==> src/rtl/tiny_cpu_pkg.sv <==
// tiny_cpu_pkg: constants, fetch packet type and opcodes shared by the tiny CPU front end and execute stage
package tiny_cpu_pkg;
  localparam int XLEN = 32;
  localparam int IMEM_ADDR_W = 4;
  localparam int RESET_PC = 0;
  localparam logic [6:0] OP_RTYPE = 7'b0110011;
  localparam logic [6:0] OP_ITYPE = 7'b0010011;
  typedef struct packed {
    logic [XLEN-1:0] instr;
    logic [IMEM_ADDR_W-1:0] pc;
  } fetch_pkt_t;
  function automatic logic [6:0] opcode_of(input logic [XLEN-1:0] instr);
    return instr[6:0];
  endfunction
endpackage

==> src/rtl/fetch_fifo.sv <==
// fetch_fifo: synchronous prefetch FIFO of fetch packets; flush beats a same-cycle push
module fetch_fifo
  import tiny_cpu_pkg::*;
#(
  parameter int DEPTH = 2,
  parameter type T = fetch_pkt_t,
  localparam int PW = $clog2(DEPTH),
  localparam int CW = PW + 1
) (
  input  logic          CLK,
  input  logic          RST,
  input  logic          push,
  input  logic          pop,
  input  logic          flush,
  input  T              din,
  output logic [CW-1:0] count,
  output T              head,
  output logic          full,
  output logic          empty
);
  T mem [DEPTH];
  logic [PW-1:0] rd_ptr, wr_ptr;
  logic do_push, do_pop;
  assign do_pop = pop && !empty;
  assign do_push = push && (!full || do_pop);
  assign head = mem[rd_ptr];
  assign full = count == CW'(DEPTH);
  assign empty = count == '0;
  // pointer and occupancy bookkeeping; a flush empties the queue and drops any arriving word
  always_ff @(posedge CLK) begin
    if (RST || flush) begin
      rd_ptr <= '0;
      wr_ptr <= '0;
      count <= '0;
    end else begin
      rd_ptr <= rd_ptr + PW'(do_pop);
      wr_ptr <= wr_ptr + PW'(do_push);
      count <= count + CW'(do_push) - CW'(do_pop);
    end
  end
  // entry storage, written only when the word survives the flush
  always_ff @(posedge CLK) begin
    if (do_push && !flush) mem[wr_ptr] <= din;
  end
endmodule

==> src/rtl/instr_fetch_unit.sv <==
// instr_fetch_unit: PC, synchronous imem reads and prefetch queue feeding execute; FETCH_PERF_CNT_EN adds fetch_count
module instr_fetch_unit
  import tiny_cpu_pkg::*;
#(
  parameter int ADDR_W = IMEM_ADDR_W,
  parameter int DATA_W = XLEN,
  parameter int FIFO_DEPTH = 2,
  parameter int RESET_PC = tiny_cpu_pkg::RESET_PC
) (
  input  logic              CLK,
  input  logic              RST,
  output logic              mem_en,
  output logic [ADDR_W-1:0] mem_addr,
  input  logic [DATA_W-1:0] mem_rdata,
  output logic              instr_valid,
  input  logic              instr_ready,
  output logic [DATA_W-1:0] instr_data,
  output logic [ADDR_W-1:0] instr_pc,
  input  logic              redirect_valid,
  input  logic [ADDR_W-1:0] redirect_pc
`ifdef FETCH_PERF_CNT_EN
  ,
  output logic [15:0]       fetch_count
`endif
);
  typedef struct packed {
    logic [DATA_W-1:0] instr;
    logic [ADDR_W-1:0] pc;
  } pkt_t;
  localparam int CW = $clog2(FIFO_DEPTH) + 1;
  logic [ADDR_W-1:0] pc, resp_pc;
  logic inflight, pop, full, empty;
  logic [CW-1:0] count;
  pkt_t head, resp_pkt;
  assign pop = instr_valid && instr_ready;
  assign instr_valid = !empty;
  assign instr_data = instr_valid ? head.instr : '0;
  assign instr_pc = instr_valid ? head.pc : '0;
  assign mem_addr = pc;
  assign mem_en = !RST && !redirect_valid && !(full && !pop) && (count + CW'(inflight) - CW'(pop) < CW'(FIFO_DEPTH));
  assign resp_pkt = '{instr: mem_rdata, pc: resp_pc};
  // PC advance and in-flight tracking; a redirect never issues, so the slot after it returns nothing
  always_ff @(posedge CLK) begin
    if (RST) begin
      pc <= ADDR_W'(RESET_PC);
      inflight <= 1'b0;
      resp_pc <= '0;
    end else begin
      pc <= redirect_valid ? redirect_pc : pc + ADDR_W'(mem_en);
      inflight <= mem_en;
      resp_pc <= pc;
    end
  end
  fetch_fifo #(.DEPTH(FIFO_DEPTH), .T(pkt_t)) u_fifo (
    .CLK   (CLK),
    .RST   (RST),
    .push  (inflight),
    .pop   (pop),
    .flush (redirect_valid),
    .din   (resp_pkt),
    .count (count),
    .head  (head),
    .full  (full),
    .empty (empty)
  );
`ifdef FETCH_PERF_CNT_EN
  // saturating count of completed handshakes
  always_ff @(posedge CLK) begin
    if (RST) fetch_count <= '0;
    else if (pop && fetch_count != 16'hFFFF) fetch_count <= fetch_count + 16'd1;
  end
`endif
endmodule

==> config.mk <==
export PLATFORM = sky130hd
export DESIGN_NAME = instr_fetch_unit
export DESIGN_NICKNAME = d
export VERILOG_FILES = /design/src/rtl/tiny_cpu_pkg.sv /design/src/rtl/fetch_fifo.sv /design/src/rtl/instr_fetch_unit.sv
export SDC_FILE = /design/constraint.sdc
export NUM_CORES = 1
export LEC_CHECK = 0
export CAP_MARGIN = 10
export CORE_MARGIN = 2
export CORE_UTILIZATION = 46
export DETAILED_ROUTE_END_ITERATION = 12
export PLACE_DENSITY = 0.78
export SYNTH_ARGS = -nofsm -noshare
export SYNTH_HDL_FRONTEND = slang
export SYNTH_SLANG_ARGS = --single-unit
==> constraint.sdc <==
create_clock -name CLK -period 5.5 [get_ports CLK]
set_clock_uncertainty 0.05 [all_clocks]
set_input_delay 0.825 -clock CLK [delete_from_list [all_inputs] [get_ports CLK]]
set_output_delay 0.825 -clock CLK [all_outputs]
set_load 0.02 [all_outputs]
# After elaboration in Yosys (flattened, before gate mapping)

Memories as Yosys holds them, arrays and structs flattened. A register that Yosys moved wholly into a read port is not among the register bits.
Index checks and enable logic that the tools add are counted.

Bits in registers: 13
Memory bits (writable): 72
Word-level logic and storage cells: 39
Memories: 1

Add/sub/neg operators: 7
Magnitude comparators: 1
Equal/unequal tests: 1
Muxes and demuxes: 6
Reduce and logical (&&, ||, !) cells: 17

Memory list:

| name       | depth | width | read ports | clocked after memory_dff | wr ports | line             | text |
|---|---|---|---|---|---|---|---|
| u_fifo.mem | 2     | 36    | 1          | 1                        | 1        | fetch_fifo.sv:21 | `T mem [DEPTH];` |

Operator list:

| cell                                              | count |
|---|---|
| 32-bit 2-to-1 mux                                 | 1 |
| 1-bit logical AND                                 | 8 |
| 4-bit 2-to-1 mux                                  | 2 |
| 1-bit logical NOT                                 | 6 |
| 2-bit by 1-bit adder with 2-bit output            | 2 |
| 4-bit by 1-bit adder with 4-bit output            | 1 |
| 2-bit by 1-bit subtractor with 2-bit output       | 2 |
| 1-bit 2-to-1 mux                                  | 3 |
| 1-bit adder                                       | 2 |
| 2-bit == test, second input constant              | 1 |
| 2-bit logical NOT                                 | 1 |
| 1-bit logical OR                                  | 2 |
| 2-bit less-than comparator, second input constant | 1 |

# Logic depth before layout (Yosys ltp)

Word-level depth: 10
Gate-level depth with buffers: 11
Mapped depth without buffers: 11

# Hierarchy

Synthesis repeated with hierarchy kept, for this count alone.

Cells, all modules: 219
Area, all modules: 3472.1 um^2

By module, submodules not included:

| module           | instances | cells an instance | area an instance (um^2) | seq. area each (um^2) |
|---|---|---|---|---|
| fetch_fifo       | 1         | 140               | 2812.7                  | 2242.2 |
| instr_fetch_unit | 1         | 79                | 659.4                   | 180.2 |

# Least setup slack after synthesis

No wires, ideal clock.

Path kind: input port to flip-flop
Start: input port redirect_valid
End: memory u_fifo.mem[1][0] in the netlist's numbering (enable)
Arrival time: 3.664 ns
Required time: 4.969 ns
Slack: 1.305 ns
Stages on the path: 2
Path buffers: 1
Cell sequence: buf_4 -> nor3b_1

Longest elaborated chain between the ends: 4

RTL lines:

| element                                | line                   | text |
|---|---|---|
| from (decl)                            | instr_fetch_unit.sv:19 | `input logic redirect_valid,` |
| 1-bit logical NOT                      | fetch_fifo.sv:43       | `if (do_push && !flush) mem[wr_ptr] <= din;` |
| 1-bit logical AND                      | fetch_fifo.sv:43       |  |
| 1-bit 2-to-1 mux                       | fetch_fifo.sv:43       |  |
| 1-bit 2-to-1 mux (implied by the code) | fetch_fifo.sv:43       |  |
| to (decl)                              | fetch_fifo.sv:21       |  |

Every way passes these cells.

# Final worst setup path

Start: input port instr_ready
End: output port mem_en

Longest elaborated chain between the ends: 6
Elaborated cells on any way between the ends: 8
Those cells by class: add/sub: 1; order compare: 1; reduce/logical: 6

RTL lines:

| element                                                                                             | line                   | text |
|---|---|---|
| from (decl)                                                                                         | instr_fetch_unit.sv:16 | `input logic instr_ready,` |
| 1-bit logical AND (*)                                                                               | instr_fetch_unit.sv:35 | `assign pop = instr_valid && instr_ready;` |
| parallel branches: the longest is 4 deep, another holds 2-bit by 1-bit subtractor with 2-bit output | n/a                    |  |
| 1-bit logical AND (*)                                                                               | instr_fetch_unit.sv:40 | `assign mem_en = !RST && !redirect_valid && !(full && !pop) && (count + CW'(inflight) - CW'(pop) < CW'(FIFO_DEP ...` |
| to (decl)                                                                                           | instr_fetch_unit.sv:12 | `output logic mem_en,` |

Mark *: on every way between the ends.

==> reports/results.ini <==
[die]
rows = 31
die_h_um = 89.08
core-area_um2 = 7137
fp.dieW_um = 89.08
die_area_um2 = 7934
io_pins = 82
initial_core_util_pct = 46.65

[critical_path]
cp.required_ns = 4.62
r2r-start = u_fifo.count[0]
reg2reg_slack_ns = 2.93
criticalPathCategory = in2out
end_kind = output pin
crit_path_max_fanout = 3
cp.arrival_ns = 3.18
cp-start-kind = primary input
reg2regPathDepth = 11
rr_endpoint = mem_addr[2]

[hold_path]
min_path_type = reg2reg
hp-start = resp_pc[2]
hold_end = u_fifo.mem[0][2]
whs_path_depth = 0

[timing]
max_freq_ghz = 0.2467
fin_crit_sh_pct = 73.69
worst-slew-pin-transition_ns = 0.8678
holdWs_ns = 0.3853
rsz0062_at_grt = no
maxSlewViolCount = 0
finalWorstSetupSlack_ns = 1.447
relSlewSlack_pct = 42.01
setup-violations-final = 0
tns_ns = 0
min_period_ns = 4.053
final-hold-violation-count = 0

[pwr]
pwr-share-clk_pct = 33.3
power_leakage_uw = 0.001491
pwr-share-comb_pct = 10.6
p_sw_uw = 294.6
ir_drop_v = 0.0001606
pwr-share-seq_pct = 56.1
powerDensity_nw_per_um2 = 291.6
p_sw_share_pct = 22.82
power_uw = 1291
intPower_uw = 996.4

[logic_synthesis]
yosysWarnings = 0
ys_seq_area_share_pct = 72.75
synth-edff-count = 72
ys_top_cells_by_area = edfxtp_1, mux2i_1, dfxtp_1
synth_nets = 257
syn_inst = 213
ys_types = 26
ys_seq_elements = 85
async_flop_share_pct = 0
yosysTopAreaCell = edfxtp_1
synth_area_um2 = 3329
synth_flop_cell = edfxtp_1
avgSynthCellArea_um2 = 15.63
synth_top_area_share_pct = 64.94

[global_routing]
grt_overflow = 0
grt_max_degree = 38
grt_pass1_vias = 1910
antenna_found_initial = 0
grt_usage_pct = 15.08
grt_pass1_wl_mm = 8.832

[detailed_routing]
post_drt_wl_per_cell_um = 14.51
detail-route-antenna-nets = 0
drc = 0
drt_wl_total_mm = 5.847
viasPerCell = 4.794
drt_iter0_markers = 63
dr.pass1.iters = 4
num_vias = 1932

[cts]
htreeDepth = 3
cts_resized = 0
cts.sinks = 85
cts.hold.buffers_added = 0
cts_tree = built
cts_buffers = 9
root_buffer = clkbuf_8
insertion_delay_ns = 0.34
clk_path_buf_depth = 2
clk_pin_slew_ns = 0.09
post_cts_buffers = 0

[cells_and_area]
syn_to_final_growth_pct = 33.00
drive_gt1_share_pct = 8.553
postLayoutCoreUtil_pct = 62.04
nNetsFinal = 343
n_antenna_cell = 0

[outcome]
status = finished, final reports clean

[placed_design]
dp_slack_ns = 1.446
dp_hpwl_mm = 3.756
gp_congestion = 0.7242
port_buffers = 81

[flow_run]
max-cap-violations = 0

## metrics by stage
| step | cells | area, um2 |
|---|---|---|
| after floorplan | 213 | 3329 |
| after global placement | 387 | 4232 |
| after detailed placement | 387 | 4232 |
| after CTS | 403 | 4428 |
| after global routing | 403 | 4428 |
| final | 403 | 4428 |
## power by group through the flow
stage / logic (uW) / clock network, uW / registers [uW]
after global placement: 135 / 0 / 738
final: 136 / 431 / 724
after floorplan: 65.1 / 0 / 739
after detailed placement: 138 / 0 / 739
after CTS: 139 / 443 / 724
after global routing: 148 / 466 / 726
## cells by family after synthesis
kind of cell    synth area share (%)
flops                          72.75
buf+inv                        2.931
compound gates                 1.390
simple gates                   7.216
mux                            12.63
xor+xnor                       1.579
fa+ha+maj                      1.503
## cell usage in the layout (no fill, tap or decap), types with 3 or more instances in the layout
master,instances
clkbuf_8,9
dfxtp_1,12
xor2_1,3
xnor2_1,3
edfxtp_1,72
ha_1,4
nor2_1,40
clkdlybuf4s50_1,81
buf_4,3
mux2i_1,42
nor2b_1,5
inv_1,6
## cell usage after synthesis, types with 2 or more instances
library cell and n:
ha_1 4, inv_1 6, mux2i_1 42, nor2b_1 5, nor3_1 2, edfxtp_1 72, nor2_1 40, dfxtp_1 13
xor2_1 3, nand2_1 2, xnor2_1 3, buf_6 2, buf_4 6
## state kept, by name, indices dropped and copies added (netlist names)
| signal | count |
|---|---|
| resp_pc | 4 |
| inflight | 1 |
| u_fifo.wr_ptr | 1 |
| u_fifo.count | 2 |
| u_fifo.mem | 72 |
| u_fifo.rd_ptr | 1 |
| mem_addr | 4 |
## how the worst max path moves through the flow
| stage | to | slack (ns) | cells past startpoint | startpoint |
|---|---|---|---|---|
| floorplan | u_fifo.mem[1][0] | 1.30 | 2 | redirect_valid |
| global placement | mem_en | 1.55 | 8 | instr_ready |
| detailed placement | mem_en | 1.45 | 8 | instr_ready |
| CTS | mem_en | 1.45 | 8 | instr_ready |
| global route | mem_en | 1.32 | 8 | instr_ready |
| finish | mem_en | 1.45 | 8 | instr_ready |
## worst max-delay path, stage by stage
cell and delay (ns):
clkdlybuf4s50_1 0.55, o21ai_0 0.18, inv_1 0.09, ha_1 0.23
nor2b_1 0.14, xnor2_1 0.20, mux2i_1 0.31, clkdlybuf4s50_1 0.65
## area by class of cell
| cell class | count | area (um2) |
|---|---|---|
| multi-input cells | 112 | 824.5 |
| flip-flops and latches | 85 | 2424 |
| well taps | 99 | 123.9 |
| repair buffers | 84 | 833.3 |
| inverters | 7 | 26.28 |
| clock inverters | 7 | 72.57 |
| clock buffers | 9 | 123.9 |
| fillers | 572 | 2709 |
## per-layer routing
layer  vias up  GRT usage, %  part of all wire [%]
met5         -             0                     0
met4         0         6.513                   1.6
met3         9         4.801                   6.0
met2        55         25.31                    50
met1       930         17.96                    42
li1        938             -                     -
(Power assumes the default switching activity.)
==> edit, RTL diff (same flow settings) <==
`XLEN`: 32 -> 48.
--- a/src/rtl/tiny_cpu_pkg.sv
+++ b/src/rtl/tiny_cpu_pkg.sv
@@ -2,3 +2,3 @@
 package tiny_cpu_pkg;
-  localparam int XLEN = 32;
+  localparam int XLEN = 48;
   localparam int IMEM_ADDR_W = 4;
Interface: changed (resized instr_data and mem_rdata); port bits go from 82 to 114. The function was not compared with the original's and may differ.
==> edit against the unedited design <==
Area after synthesis grew 36%; setup slack lost 0.022 ns; routed wire length grew 44%; cell area grew 46%; sequential cell count grew 32; first-iteration DRC count grew 9.5%; global-route usage grew 1.3 points; total power grew 87%; critical path depth is the same; critical path type unchanged; largest power group is now clock.
==> edit: results (changes against the unedited design) <==
Synthesis
  • Main area contributors after synthesis: edfxtp_1, mux2i_1, dfxtp_1
  • Xor and xnor fraction of the mapped netlist area: 1.16% (-0.42 points)
  • Synth Net Count: 341 (+33%)
  • Seq/Total Area, Yosys: 74.8% (+2.1 points)
  • Top cells by count, synth: edfxtp_1, mux2i_1, nor2_1, dfxtp_1, buf_4
  • Post-synth EDFFs: 104 (+44%)
  • Mux cell area share after synthesis: 12.8% (+0.22 points)

Power
  • Peak supply drop: 192 µV (+20%)
  • Pleak: 2.20 nW (+47%)
  • Sequential Power Share: 41.7% (-14 points)
  • Internal Power: 1.92 mW (+93%)
  • Clock Power Share: 50.6% (+17 points)
  • Total Power: 2.41 mW (+87%)

Drt
  • Met1 WL: 3.46 mm (+41%)
  • Via Count: 2,608 (+35%)
  • Met3 WL post-DR: 490 µm (+40%)
  • Detailed Route Iter0 Violations: 69 (+9.5%)
  • Met2 WL: 4.38 mm (+49%)
  • Drt total wl: 8.43 mm (+44%)

Global routing
  • Total track usage: 16.4% (+1.3 points)
  • Largest net degree at the start of global routing: 54 (+42%)
  • Vias in the first global route: 2,639 (+38%)
  • First-pass GRT wire length: 12.7 mm (+44%)

Placement
  • Placed wire-length estimate: 5.24 mm (+39%)
  • DP Area: 5790 µm² (+37%)

Layout
  • Final #Nets: 465 (+36%)
  • Fraction of layout cells with a size suffix above 1: 10.5% (+2.0 points)
  • Flip-flop count of the largest register after layout: 104 (+44%)
  • Fill cell count: 704 (+23%)

Clocking
  • Number of buffers created by CTS: 17 (+8)
  • Clk_lat worst skew: 0.51 ns (+0.17 ns)

Setup path
  • Worst EP arrival: 3.20 ns (+0.02 ns)

STA
  • Worst slew margin: 36.6% (-5.4 points)

Outcome
  • Outcome: completed
[edit: cell count changes after synthesis, sizes merged]
cell    change
buf         +4
nor2       +16
edfxtp     +32
mux2i      +16
[edit: kinds of logic after synthesis]
kind of cell,after synthesis
XOR/XNOR,6
adder cells (fa/ha/maj),4
flip-flops,117
AO/OA/AOI/OAI,5
multiplexers,58
AND/OR/NAND/NOR,71
buffers and inverters,20
[edit: final timing paths]
kind | from | end | slack [ns] | cells after the start
worst max-delay path | instr_ready | mem_en | 1.42 | 8
worst min-delay path | resp_pc[3] | u_fifo.mem[0][3] | 0.38 | 0
worst max register to register | u_fifo.count[0] | mem_addr[2] | 2.92 | 11
worst min register to register | resp_pc[3] | u_fifo.mem[0][3] | 0.38 | 0
[edit: final cells by class]
class | count | area (µm²) | area share [%]
inverter | 7 | 26.3 | 0.405
clock inverter | 15 | 253 | 3.90
multi-input combinational | 144 | 1040 | 16.1
timing repair buffer | 118 | 1190 | 18.3
tap | 133 | 166 | 2.57
sequential | 117 | 3390 | 52.3
clock buffer | 17 | 414 | 6.39
[edit: critical path, cell delays in order]
cell	delay, ns
clkdlybuf4s50_1	0.54
o21ai_0	0.16
inv_1	0.10
ha_1	0.24
nor2b_1	0.17
xnor2_1	0.21
mux2i_1	0.30
clkdlybuf4s50_1	0.65
[edit: per-layer routing]
metal | track usage, % | up-vias
met3 | 6.98 | 10
met1 | 18.3 | 1249
met4 | 6.78 | 0
li1 | - | 1269
met2 | 27.7 | 80
met5 | 0 | -
[edit: metrics by stage]
stage	std cells	hold slack [ns]	worst slack (ns)
5_1_grt	551	0.393	1.23
3_3_place_gp	518	0.358	1.54
3_5_place_dp	518	0.363	1.41
4_1_cts	550	0.377	1.40
6_report	551	0.380	1.42
2_1_floorplan	281	0.354	0.106
